**src/rtl/ldr_pkg.sv**
```systemverilog
// ---------------------------------------------------------------------------
// ldr_pkg -- definitions shared by the boot-time program loader.
//   ST_*         : state encodings of the loader FSM.
//   ldr_state_e  : enumerated state type built from those encodings.
//   WORD_W       : instruction word width, shared with the instruction memory.
// ---------------------------------------------------------------------------
package ldr_pkg;

   localparam int WORD_W = 32;

   localparam logic [2:0] ST_HDR  = 3'd0;
   localparam logic [2:0] ST_LOAD = 3'd1;
   localparam logic [2:0] ST_CHK  = 3'd2;
   localparam logic [2:0] ST_DONE = 3'd3;
   localparam logic [2:0] ST_ERR  = 3'd4;

   typedef enum logic [2:0] {
      S_HDR  = ST_HDR,
      S_LOAD = ST_LOAD,
      S_CHK  = ST_CHK,
      S_DONE = ST_DONE,
      S_ERR  = ST_ERR
   } ldr_state_e;

endpackage

```
**src/rtl/prog_loader.sv**
```systemverilog
// ---------------------------------------------------------------------------
// prog_loader -- receives a framed word stream (length N, N payload words,
// checksum = XOR of length and payload) and writes the payload into the
// instruction memory, holding the CPU in reset until the checksum verifies.
//
// Ports:
//   clk, rst        : clock, synchronous active-high reset
//   s_valid/s_data  : input word stream
//   s_ready         : loader accepts a word (HDR, LOAD, CHK states)
//   reload          : restart frame reception from DONE or ERR
//   im_we/im_addr/im_wdata : instruction-memory write port (1-cycle latency)
//   cpu_rst         : CPU reset, released only once the frame verified
//   done / err      : frame verified / frame rejected (sticky)
//   word_cnt        : payload words written in the current frame
// ---------------------------------------------------------------------------
module prog_loader
   import ldr_pkg::*;
#(
   parameter int ADDR_W = 10,
   parameter int BASE   = 0
) (
   input  logic              clk,
   input  logic              rst,
   input  logic              s_valid,
   input  logic [WORD_W-1:0] s_data,
   output logic              s_ready,
   input  logic              reload,
   output logic              im_we,
   output logic [ADDR_W-1:0] im_addr,
   output logic [WORD_W-1:0] im_wdata,
   output logic              cpu_rst,
   output logic              done,
   output logic              err,
   output logic [ADDR_W:0]   word_cnt
);

   // Words available from BASE to the top of memory. Held in 33 bits so a
   // length word near 2^32 is compared without aliasing.
   localparam logic [WORD_W:0]   CAP    = (33'd1 << ADDR_W) - 33'(BASE);
   localparam logic [ADDR_W-1:0] BASE_A = ADDR_W'(BASE);

   ldr_state_e          state_q, state_d;
   logic [ADDR_W:0]     cnt_q, cnt_d;
   logic [ADDR_W:0]     rem_q, rem_d;
   logic [WORD_W-1:0]   xor_q, xor_d;
   logic                we_q, we_d;
   logic [ADDR_W-1:0]   addr_q, addr_d;
   logic [WORD_W-1:0]   wdata_q, wdata_d;
   logic                beat;

   always_ff @(posedge clk) begin
      if (rst) begin
         state_q <= S_HDR;
         cnt_q   <= '0;
         rem_q   <= '0;
         xor_q   <= '0;
         we_q    <= 1'b0;
         addr_q  <= '0;
         wdata_q <= '0;
      end else begin
         state_q <= state_d;
         cnt_q   <= cnt_d;
         rem_q   <= rem_d;
         xor_q   <= xor_d;
         we_q    <= we_d;
         addr_q  <= addr_d;
         wdata_q <= wdata_d;
      end
   end

   always_comb begin
      state_d = state_q;
      cnt_d   = cnt_q;
      rem_d   = rem_q;
      xor_d   = xor_q;
      we_d    = 1'b0;
      addr_d  = addr_q;
      wdata_d = wdata_q;

      s_ready = (state_q == S_HDR) || (state_q == S_LOAD) || (state_q == S_CHK);
      beat    = s_valid && s_ready;

      case (state_q)
         S_HDR: begin
            if (beat) begin
               // Truncation is harmless: oversized lengths go to ERR below.
               rem_d = s_data[ADDR_W:0];
               xor_d = s_data;
               cnt_d = '0;
               if ({1'b0, s_data} > CAP)
                  state_d = S_ERR;
               else if (s_data == '0)
                  state_d = S_CHK;
               else
                  state_d = S_LOAD;
            end
         end
         S_LOAD: begin
            if (beat) begin
               we_d    = 1'b1;
               addr_d  = BASE_A + cnt_q[ADDR_W-1:0];
               wdata_d = s_data;
               xor_d   = xor_q ^ s_data;
               cnt_d   = cnt_q + 1'b1;
               rem_d   = rem_q - 1'b1;
               if (rem_q == (ADDR_W+1)'(1))
                  state_d = S_CHK;
            end
         end
         S_CHK: begin
            if (beat) begin
               if (s_data == xor_q)
                  state_d = S_DONE;
               else
                  state_d = S_ERR;
            end
         end
         S_DONE, S_ERR: begin
            if (reload) begin
               state_d = S_HDR;
               cnt_d   = '0;
               rem_d   = '0;
               xor_d   = '0;
            end
         end
         default: state_d = S_HDR;
      endcase
   end

   assign im_we    = we_q;
   assign im_addr  = addr_q;
   assign im_wdata = wdata_q;
   assign word_cnt = cnt_q;
   assign done     = (state_q == S_DONE);
   assign err      = (state_q == S_ERR);
   // DONE is entered on the checksum beat, which is never earlier than the
   // last payload beat, so the release always follows the last write.
   assign cpu_rst  = (state_q != S_DONE);

endmodule
```
**config.mk**
```make
export PLATFORM = sky130hd
export DESIGN_NAME = prog_loader
export DESIGN_NICKNAME = d
export VERILOG_FILES = /design/src/rtl/ldr_pkg.sv /design/src/rtl/prog_loader.sv
export SDC_FILE = /design/constraint.sdc
export NUM_CORES = 1
export LEC_CHECK = 0
export ABC_AREA = 1
export BUFFER_PORTS_ARGS = -buffer_cell sky130_fd_sc_hd__buf_2
export CAP_MARGIN = 20
export CORE_ASPECT_RATIO = 0.9
export CORE_MARGIN = 10
export CORE_UTILIZATION = 52
export CTS_CLUSTER_SIZE = 10
export DETAILED_ROUTE_END_ITERATION = 8
export GPL_ROUTABILITY_DRIVEN = 0
export PLACE_DENSITY = 0.76
export SETUP_SLACK_MARGIN = 0.5
export SYNTH_ARGS = -nofsm -noshare
export SYNTH_HDL_FRONTEND = slang
export SYNTH_SLANG_ARGS = --single-unit
```
**constraint.sdc**
```tcl
create_clock -name clk -period 2.7 [get_ports clk]
set_input_delay 0.27 -clock clk [delete_from_list [all_inputs] [get_ports clk]]
set_output_delay 0.27 -clock clk [all_outputs]
set_load 0.01 [all_outputs]
```
## Word level (Yosys, flattened, before mapping)

Index checks and enable logic that the tools add are counted.

- Logic and storage cells: 56
- Output and inout port bits: 58
- Bits of input ports: 36
- Bits in registers: 100

- Equality and inequality tests: 12
- Muxes and demuxes: 21
- Bitwise gates (word level): 2
- $lt $le $gt $ge: 1
- Add/sub/neg operators: 2
- Reductions and logical operators: 11

Operators with widths:

| operator | count |
|---|---|
| $mux 32 | 3 |
| $pmux 32 s3 | 1 |
| $pmux 11 s3 | 2 |
| $mux 11 | 5 |
| $eq 32x32->1 | 1 |
| $gt 32x11->1 const B | 1 |
| $logic_not 32->1 | 1 |
| $xor 32x32->32 | 1 |
| $mux 3 | 7 |
| $pmux 3 s4 | 1 |
| $add 11x1->11 const B | 1 |
| $eq 11x1->1 const B | 1 |
| $sub 11x1->11 const B | 1 |
| $ne 2x2->1 const B | 4 |
| $eq 3x2->1 const B | 2 |
| $reduce_and 5->1 | 1 |
| $reduce_and 4->1 | 1 |
| $reduce_or 2->1 | 2 |
| $eq 3x1->1 const B | 1 |
| $eq 3x3->1 const B | 1 |
| $logic_not 3->1 | 1 |
| $ne 3x2->1 const B | 1 |
| $reduce_bool 3->1 | 1 |
| $logic_or 1x1->1 | 2 |
| 6 further kinds | 6 |

## Logic depth before layout (Yosys ltp)

Gate-level depths: netlist of the first run.

- Depth after elaboration: 6
- Gate-level depth with buffers: 12
- Mapped depth without buffers: 12

## Worst setup path before layout of the first run

No wires, ideal clock.

- Path kind: register -> register
- Start: reg state_q[2]
- End: reg cnt_q[3] (netlist: word_cnt[3])
- Clock period less this slack: 1.439 ns
- Cell stages (with the launch flop): 10
- Required time: 2.581 ns
- Library setup time: 0.119 ns
- Arrival: 1.319 ns
- Path slack: 1.261 ns
- Path buffers: 1
- Cells stage by stage: dfxtp_1 buf_4 nor2_2 nor2_4 nand3b_4 nand4_4 o21ai_1 inv_1 o21ai_0 a21oi_1

- Cells in the longest elaborated chain, start to end: 6
- Elaborated cells between the ends (all ways): 15
- Classes of those cells: eq/ne (7); mux (1); reduce/logical (7)

Ends and longest elaborated chain:

| item | RTL line | RTL |
|---|---|---|
| start, declared | prog_loader.sv:42 | `ldr_state_e state_q, state_d;` |
| start signal, assigned | prog_loader.sv:61 | `state_q <= state_d;` |
| $eq 3x1->1 or $logic_not 3->1 (tied branches) | prog_loader.sv:80, prog_loader.sv:83 |  |
| $logic_or 1x1->1 (2 in a row) | prog_loader.sv:80 | `s_ready = (state_q == S_HDR) \|\| (state_q == S_LOAD) \|\| (state_q == S_CHK);` |
| $logic_and 1x1->1 | prog_loader.sv:81 | `beat = s_valid && s_ready;` |
| $ne 2x2->1 (no source line) | - |  |
| $reduce_and 4->1 (no source line) | - |  |
| end signal, assigned | prog_loader.sv:62 | `cnt_q <= cnt_d;` |
| end, declared | prog_loader.sv:43 | `logic [ADDR_W:0] cnt_q, cnt_d;` |

Several ways; a longest one is shown, not always the timed one.
A chain may end at the register's enable or synchronous reset.

## Worst setup path in the final report of the first run

- Start: reg state_q[0]
- End: reg cnt_q[4] (netlist: word_cnt[4])

Same word-level chain as after synthesis.

==> flow_summary.toml, run 1 <==
[route]
drc = 0
dr.first_iter.drc_count = 294
viasPerCell = 5.33
avgRoutedWirePerCell_um = 14.4
wirelength_um = 13300
drtPass1Iterations = 7
met2_length_um = 6050
dr_total_vias = 4921
ant_nets = 0
routed.top_layer = "met4"
drt-met1-wl_um = 5940
routed-wl-met3_um = 1090

[layout]
layout_common_cells = "nand2_1, dfxtp_1, buf_2, a21oi_1, o21ai_0"
layout.area.seq_mm2 = 0.00200
area_growth_pct = 15.7
antenna_cells = 0
fin_area_mm2 = 0.00574
drive_above_1_share_pct = 17.8
nFillCells = 856
multi_input_area_mm2 = 0.00246
nNetsFinal = 836
fin_cells = 924
layout_commonest_cell = "nand2_1"

[synth]
synth_cell_types = 35
syn_area_mm2 = 0.00496
async_flop_share_pct = 0
synth_area_leader_cell = "dfxtp_1"
synth_nets = 759
synth-edff-count = 0
synth_cells = 720
yosysTopAreaCellShare_pct = 40.4
ys_warn_count = 0
syn_area_per_cell_um2 = 6.89
synth_flop_cell = "dfxtp_1"
synthTopCellsByArea = "dfxtp_1, nand2_1, a21oi_1, o21ai_0, inv_1"
synth-seq-cells = 100
synth.yosys.seq_area_share_pct = 40.4

[sta]
slew_violations = 0
finalSetupViolations = 0
fin_crit_ns = 1.96
max_slew_margin_pct = 56.2
worstMarginPinSlew_ns = 0.656
hold_viol = 0
timing.final.crit_share_pct = 72.7
grt_setup_unrepaired = "no"
tns_ns = 0
skew_ns = 0.0122
fmax_ghz = 0.510

[clocking]
clk_path_buf_depth = 2
cts_root_buf = "clkbuf_8"
clock-sinks = 100
clkLatencyLatePin_ns = 0.36
clk_pin_slew_ns = 0.10
post-cts-setup-buffer-count = 0
h-tree-depth = 3
cts_made_buffers = 9
cts_tree = "built"

[placement]
dp.final_hpwl_um = 9660
port_buffers = 93
placed_cells = 908
place_area_mm2 = 0.00549

[floorplan]
io_pins = 94
core_mm2 = 0.00921
die_area_mm2 = 0.0139
start_util_pct = 53.9
die_y_um = 113
die_w_um = 123
rows = 33

[min_path]
hold_path_class = "input pin to flop"

[setup_path]
worstPathRequired_ns = 2.97
crit_type = "flop to flop"
worst_setup_path_start_kind = "flop"
cp-end-kind = "flop"
worstPathMaxFanout = 25
arrival_ns = 2.23

[global_route]
grt_max_degree = 51
grt_pass1_vias = 4727
grt_antenna_before_repair = 0
grt_overflow = 0
track_usage_pct = 18.7
grt_pass1_wl_um = 21600

[job]
maxCapViolCount = 0

[pwr]
peakVddDrop_uv = 345
power.leakage_nw = 2.67
powerDensity_mw_per_mm2 = 568

[outcome]
outcome = "finished clean"
-- stage by stage --
| stage | hold WS [ns] | util [%] | setup WS [ns] | power, mW |
|---|---|---|---|---|
| floorplan | 0.405 | - | 1.26 | 2.00 |
| global placement | 0.453 | 59.6 | 0.685 | 2.10 |
| detailed placement | 0.460 | 59.6 | 0.588 | 2.12 |
| CTS | 0.180 | 62.3 | 0.572 | 3.27 |
| global route | 0.182 | 62.3 | 0.566 | 3.41 |
| finish | 0.195 | 62.3 | 0.738 | 3.26 |
-- synth_stat cells (4+ instances only) --
master    number
nand2_1      160
dfxtp_1      100
a21oi_1       93
o21ai_0       89
inv_1         83
nor2_1        53
nor3_1        20
clkbuf_1      19
o22ai_1       19
nand3_1       12
buf_2         11
xnor2_1        8
nand4_1        7
a211oi_2       5
inv_2          5
a31oi_1        4
-- metal layers --
layer / up-vias / track usage, %
met5: - / 0
met4: 0 / 7.14
met3: 20 / 5.26
met2: 149 / 29.8
met1: 2222 / 23.3
li1: 2530 / -
-- final timing paths --
check / startpoint / end / slack (ns) / depth (start not counted)
setup reg to reg: state_q[0]$_SDFFE_PP0P_ / word_cnt[4]$_SDFFE_PP0P_ / 0.74 / 9
hold / removal: s_data[14] / im_wdata[14]$_SDFFE_PP0P_ / 0.19 / 3
setup / recovery: state_q[0]$_SDFFE_PP0P_ / word_cnt[4]$_SDFFE_PP0P_ / 0.74 / 9
hold reg to reg: xor_q[30]$_SDFFE_PP0P_ / xor_q[30]$_SDFFE_PP0P_ / 0.47 / 2
-- layout make-up --
type                            instances  area share, %
Multi-Input combinational cell        496           42.8
Clock inverter                          7           2.14
Inverter                               88           5.80
Timing Repair Buffer                  102           9.51
Tap cell                              122           2.66
Sequential cell                       100           34.9
Clock buffer                            9           2.16
-- report_power, final --
group	switching (mW)	total, mW	internal, mW
clock	0.542	1.16	0.620
combinational	0.330	0.503	0.172
sequential	0.0487	1.59	1.55
total	0.921	3.26	2.34
-- worst max-delay path, stage by stage, from the launching register on --
cell and delay [ns]:
dfxtp_1 0.43, inv_2 0.09, nand2_4 0.10, nand2_4 0.07, nand3b_4 0.10, nand4_4 0.29, buf_4 0.36, nor2_4 0.12
a21oi_1 0.07, a211oi_1 0.23
-- cell families (layout without fill, tap and decap cells) --
kind of cell,after synthesis,count (layout),share of synthesized area (%)
XOR/XNOR,10,10,1.77
flip-flops,100,100,40.4
buffers and inverters,124,206,10.3
AO/OA/AOI/OAI,219,219,24.0
AND/OR/NAND/NOR,264,264,22.9
adder cells (fa/ha/maj),3,3,0.757
-- registers in the layout, indices dropped and copies added (netlist names) --
name      flops
im_wdata     32
im_we         1
word_cnt     11
im_addr      10
xor_q        32
state_q       3
rem_q        11
-- repair_timing --
action	CTS	global route
gates resized for setup	0	3
setup endpoints to repair	0	22
hold buffers	0	0
Note: power is estimated with default switching activity, not from simulation.
==> run 2: changes to the inputs <==
==> constraint.sdc (replaced) <==
create_clock -name clk -period 1.9 [get_ports clk]
set_input_delay 0.19 -clock clk [delete_from_list [all_inputs] [get_ports clk]]
set_output_delay 0.19 -clock clk [all_outputs]
set_load 0.01 [all_outputs]
==> flow_summary.toml, run 2 (synthesized netlist as in run 1, its figures left out) <==
[setup_path]
worstPathRequired_ns = 2.15
arrival_ns = 2.11
rr_worst_depth = 10
r2r-end = "rem_q[10]$_SDFFE_PP0P_"
cp-end-kind = "flop"
worstPathMaxFanout = 7
ff2ff_setup_slack_ns = 0.04
worst_setup_path_start_kind = "flop"
r2r-start = "state_q[2]$_SDFFE_PP0P_"
crit_type = "flop to flop"

[clocking]
clk_path_buf_depth = 2
clock-sinks = 100
clk_pin_slew_ns = 0.13
cts_made_buffers = 9
h-tree-depth = 3
cts_root_buf = "clkbuf_8"
cts_tree = "built"
clkLatencyLatePin_ns = 0.39

[pwr]
power.leakage_nw = 3.33
internal-power_mw = 3.33
pwr-share-seq_pct = 45.1
net-switching-power_mw = 1.76
total_power_mw = 5.09
powerDensity_mw_per_mm2 = 682
swShare_pct = 34.5
peakVddDrop_uv = 422
clkPwrFrac_pct = 27.2
combPwrFrac_pct = 27.7

[sta]
finalSetupViolations = 0
timing.final.crit_share_pct = 98.1
max_slew_margin_pct = 57.9
slew_violations = 0
whs_ns = 0.0810
fmax_ghz = 0.537
worstMarginPinSlew_ns = 0.632
fin_crit_ns = 1.86
hold_viol = 0
tns_ns = 0
grt_setup_unrepaired = "yes"
skew_ns = 0.0224

[placement]
dp.final_hpwl_um = 10000
placed_cells = 914
place_area_mm2 = 0.00561
port_buffers = 93

[layout]
fin_area_mm2 = 0.00746
antenna_cells = 0
nFillCells = 507
fin_cells = 1003
nNetsFinal = 915
layout_common_cells = "nand2_1, buf_2, dfxtp_1, inv_1, a21oi_1"
drive_above_1_share_pct = 38.1
layout_commonest_cell = "nand2_1"
area_growth_pct = 50.3

[floorplan]
rows = 33
die_y_um = 113
core_mm2 = 0.00921
die_w_um = 123
die_area_mm2 = 0.0139
start_util_pct = 53.9
io_pins = 94

[route]
ant_nets = 0
dr_total_vias = 6188
viasPerCell = 6.17
dr.first_iter.drc_count = 839
drtPass1Iterations = 6
drc = 0
wirelength_um = 21100
avgRoutedWirePerCell_um = 21.0

[global_route]
track_usage_pct = 23.5
grt_pass1_wl_um = 26700
grt_max_degree = 42
grt_pass1_vias = 5510
grt_overflow = 0
grt_antenna_before_repair = 0

[min_path]
worst_hold_startpoint = "s_data[28]"
min_to = "im_wdata[28]$_SDFFE_PP0P_"
holdPathStages = 3
hold_path_class = "input pin to flop"

[outcome]
outcome = "finished clean"

[job]
maxCapViolCount = 0
run 2: cell count changes in the layout (fill, tap and decap cells not counted), moves of 14 or more:
cell,before,now
a21oi_2,1,22
buf_4,8,28
buf_6,0,25
o21ai_2,0,20
buf_12,1,15
o21ai_0,89,43
a21oi_1,92,65
o21ai_1,2,26
run 2: layout make-up:
class | instances | area [µm²] | share of cell area [%]
multi-input combinational | 496 | 2970 | 39.8
sequential | 100 | 2020 | 27.1
timing repair buffer | 180 | 1750 | 23.4
inverter | 88 | 367 | 4.92
tap | 122 | 153 | 2.05
clock buffer | 9 | 124 | 1.66
clock inverter | 7 | 67.6 | 0.906
timing repair inverter | 1 | 7.51 | 0.101
run 2: timing repair:
| action | in CTS | in global routing |
|---|---|---|
| buffers inserted | 26 | 29 |
| gates cloned | 11 | 7 |
| endpoints found under the setup margin | 104 | 104 |
| hold endpoints to repair | 0 | 0 |
| resized for setup | 88 | 156 |
| hold buffers | 0 | 0 |
| pin swaps | 12 | 50 |
run 2: power by group through the flow:
| stage | clock network, mW | registers, mW | logic (mW) |
|---|---|---|---|
| 2_1_floorplan | 0 | 2.29 | 0.560 |
| 3_3_place_gp | 0 | 2.31 | 0.712 |
| 3_5_place_dp | 0 | 2.31 | 0.739 |
| 4_1_cts | 1.35 | 2.26 | 1.04 |
| 5_1_grt | 1.46 | 2.30 | 1.48 |
| 6_report | 1.38 | 2.29 | 1.41 |
run 2: how the worst max path moves through the flow:
stage,start,depth (start not counted),end
floorplan,state_q[2]$_SDFFE_PP0P_,9,xor_q[9]$_SDFFE_PP0P_
global placement,state_q[2]$_SDFFE_PP0P_,6,xor_q[28]$_SDFFE_PP0P_
detailed placement,state_q[2]$_SDFFE_PP0P_,6,xor_q[1]$_SDFFE_PP0P_
CTS,state_q[2]$_SDFFE_PP0P_,10,word_cnt[8]$_SDFFE_PP0P_
global route,state_q[2]$_SDFFE_PP0P_,9,rem_q[10]$_SDFFE_PP0P_
finish,state_q[2]$_SDFFE_PP0P_,10,rem_q[10]$_SDFFE_PP0P_
run 2: worst max-delay path, stage by stage, from the launching register on:
cell	delay (ns)
dfxtp_4	0.44
nor2_4	0.07
nor2_4	0.16
nand3b_4	0.11
nand4_4	0.09
buf_12	0.16
buf_12	0.13
inv_16	0.05
buf_12	0.14
o21ai_0	0.28
a31oi_1	0.10
run 2: metal layers:
| metal | GRT usage, % | wire length [µm] |
|---|---|---|
| met5 | 0 | 0 |
| met4 | 8.56 | 1050 |
| met3 | 5.41 | 2490 |
| met2 | 38.6 | 9960 |
| met1 | 29.2 | 7600 |
run 2: stage by stage:
stage | utilization [%] | setup WS (ns)
3_3_place_gp | 60.9 | 0.167
3_5_place_dp | 60.9 | 0.105
2_1_floorplan | - | 0.486
5_1_grt | 81.0 | 0.00394
4_1_cts | 71.2 | 0.326
6_report | 81.0 | 0.0367
==> run 3: changes to the inputs <==
--- a/config.mk
+++ b/config.mk
@@ -11,11 +11,12 @@
 export CORE_ASPECT_RATIO = 0.9
 export CORE_MARGIN = 10
 export CORE_UTILIZATION = 52
+export CTS_CLUSTER_DIAMETER = 150
 export CTS_CLUSTER_SIZE = 10
 export DETAILED_ROUTE_END_ITERATION = 8
 export GPL_ROUTABILITY_DRIVEN = 0
 export PLACE_DENSITY = 0.76
-export SETUP_SLACK_MARGIN = 0.5
+export SETUP_SLACK_MARGIN = 0.1
 export SYNTH_ARGS = -nofsm -noshare
 export SYNTH_HDL_FRONTEND = slang
 export SYNTH_SLANG_ARGS = --single-unit
==> flow_summary.toml, run 3 (synthesized netlist as in run 1, its figures left out) <==
[route]
met2_length_um = 6020
drt-met1-wl_um = 5960
wirelength_um = 13500
dr.first_iter.drc_count = 378
dr_total_vias = 5036
drc = 0
routed-wl-met3_um = 1330
ant_nets = 0
drtPass1Iterations = 5
routed.top_layer = "met4"
viasPerCell = 5.43
avgRoutedWirePerCell_um = 14.5

[clocking]
clk_path_buf_depth = 2
cts_root_buf = "clkbuf_8"
cts_tree = "built"
clkLatencyLatePin_ns = 0.36
clock-sinks = 100
h-tree-depth = 3
clk_pin_slew_ns = 0.10
cts_made_buffers = 9

[floorplan]
die_w_um = 123
rows = 33
io_pins = 94
die_area_mm2 = 0.0139
die_y_um = 113
start_util_pct = 53.9
core_mm2 = 0.00921

[global_route]
grt_antenna_before_repair = 0
track_usage_pct = 18.7
grt_overflow = 0
grt_pass1_wl_um = 21900
grt_max_degree = 71
grt_pass1_vias = 4766

[layout]
area_growth_pct = 15.9
layout_commonest_cell = "nand2_1"
drive_above_1_share_pct = 18.5
antenna_cells = 0
nNetsFinal = 840
nFillCells = 845
layout_common_cells = "nand2_1, dfxtp_1, buf_2, a21oi_1, o21ai_0"

[sta]
timing.final.crit_share_pct = 88.0
tns_ns = 0
hold_viol = 0
worstMarginPinSlew_ns = 0.490
skew_ns = 0.0111
slew_violations = 0
max_slew_margin_pct = 67.1
whs_ns = 0.115
grt_setup_unrepaired = "no"
fin_crit_ns = 1.67
fmax_ghz = 0.598
setup_slack_ns = 0.228
finalSetupViolations = 0

[setup_path]
worst_setup_path_start_kind = "flop"
r2r-end = "xor_q[15]$_SDFFE_PP0P_"
cp-end-kind = "flop"
worstPathMaxFanout = 27
rr_worst_depth = 9
ff2ff_setup_slack_ns = 0.23
r2r-start = "state_q[1]$_SDFFE_PP0P_"
crit_type = "flop to flop"
arrival_ns = 1.96
worstPathRequired_ns = 2.19

[placement]
dp.final_hpwl_um = 9740
pre_cts_ws_ns = 0.126
port_buffers = 93

[min_path]
hold_path_class = "input pin to flop"
worst_hold_startpoint = "s_data[14]"
min_to = "im_wdata[14]$_SDFFE_PP0P_"
holdPathStages = 3

[job]
maxCapViolCount = 0

[outcome]
outcome = "finished clean"

[pwr]
powerDensity_mw_per_mm2 = 748
peakVddDrop_uv = 383
power.leakage_nw = 2.67
## run 3: repair_timing
action,4_1_cts,5_1_grt
setup endpoints to repair,1,8
buffers inserted,0,0
gates resized for setup,1,4
hold buffers,0,0
hold endpoints to repair,0,0
## run 3: stage by stage
stage          power (mW)  instance area (µm²)  std cells  util (%)
4_1_cts              4.29                 5730        928      62.3
6_report             4.30                 5750        928      62.4
2_1_floorplan        2.84                 4960        720         -
3_5_place_dp         3.05                 5560        912      60.3
5_1_grt              4.50                 5750        928      62.4
3_3_place_gp         3.01                 5560        912      60.3
## run 3: metal layers
layer  up-vias  global-route usage [%]
met5         -                       0
met4         0                    5.42
met3        16                    5.31
met2       188                    29.6
met1      2301                    24.2
li1       2531                       -
## run 3: layout make-up
class | instances | area (µm²) | share of cell area, %
Multi-Input combinational cell | 496 | 2470 | 43.0
Sequential cell | 100 | 2000 | 34.9
Timing Repair Buffer | 106 | 613 | 10.7
Inverter | 88 | 330 | 5.75
Tap cell | 122 | 153 | 2.66
Clock buffer | 10 | 128 | 2.22
Clock inverter | 6 | 48.8 | 0.849
## run 3: worst max-delay path by stage
stage,start,end,slack (ns),cells after the start
after floorplan,state_q[2]$_SDFFE_PP0P_,word_cnt[3]$_SDFFE_PP0P_,0.46,9
after global placement,state_q[2]$_SDFFE_PP0P_,word_cnt[3]$_SDFFE_PP0P_,0.23,7
after detailed placement,state_q[2]$_SDFFE_PP0P_,xor_q[8]$_SDFFE_PP0P_,0.13,7
after CTS,state_q[0]$_SDFFE_PP0P_,xor_q[15]$_SDFFE_PP0P_,0.21,9
after global routing,state_q[2]$_SDFFE_PP0P_,word_cnt[8]$_SDFFE_PP0P_,0.10,8
final,state_q[1]$_SDFFE_PP0P_,xor_q[15]$_SDFFE_PP0P_,0.23,9
## run 3: power by group
part           switching (mW)  leakage (nW)  internal, mW  total, mW
Clock                   0.792        0.0844         0.489       1.28
Sequential             0.0691         0.817          2.20       2.27
Combinational           0.486          1.77         0.269      0.754
Total                    1.35          2.67          2.95       4.30
## run 3: critical path: stages (launching register included)
cell and delay (ns):
dfxtp_1 0.41, inv_2 0.09, nand2_4 0.09, nand2_4 0.07, nand3b_4 0.10, nand4_4 0.17
inv_2 0.20, buf_12 0.19, o21ai_0 0.11, a21oi_1 0.16
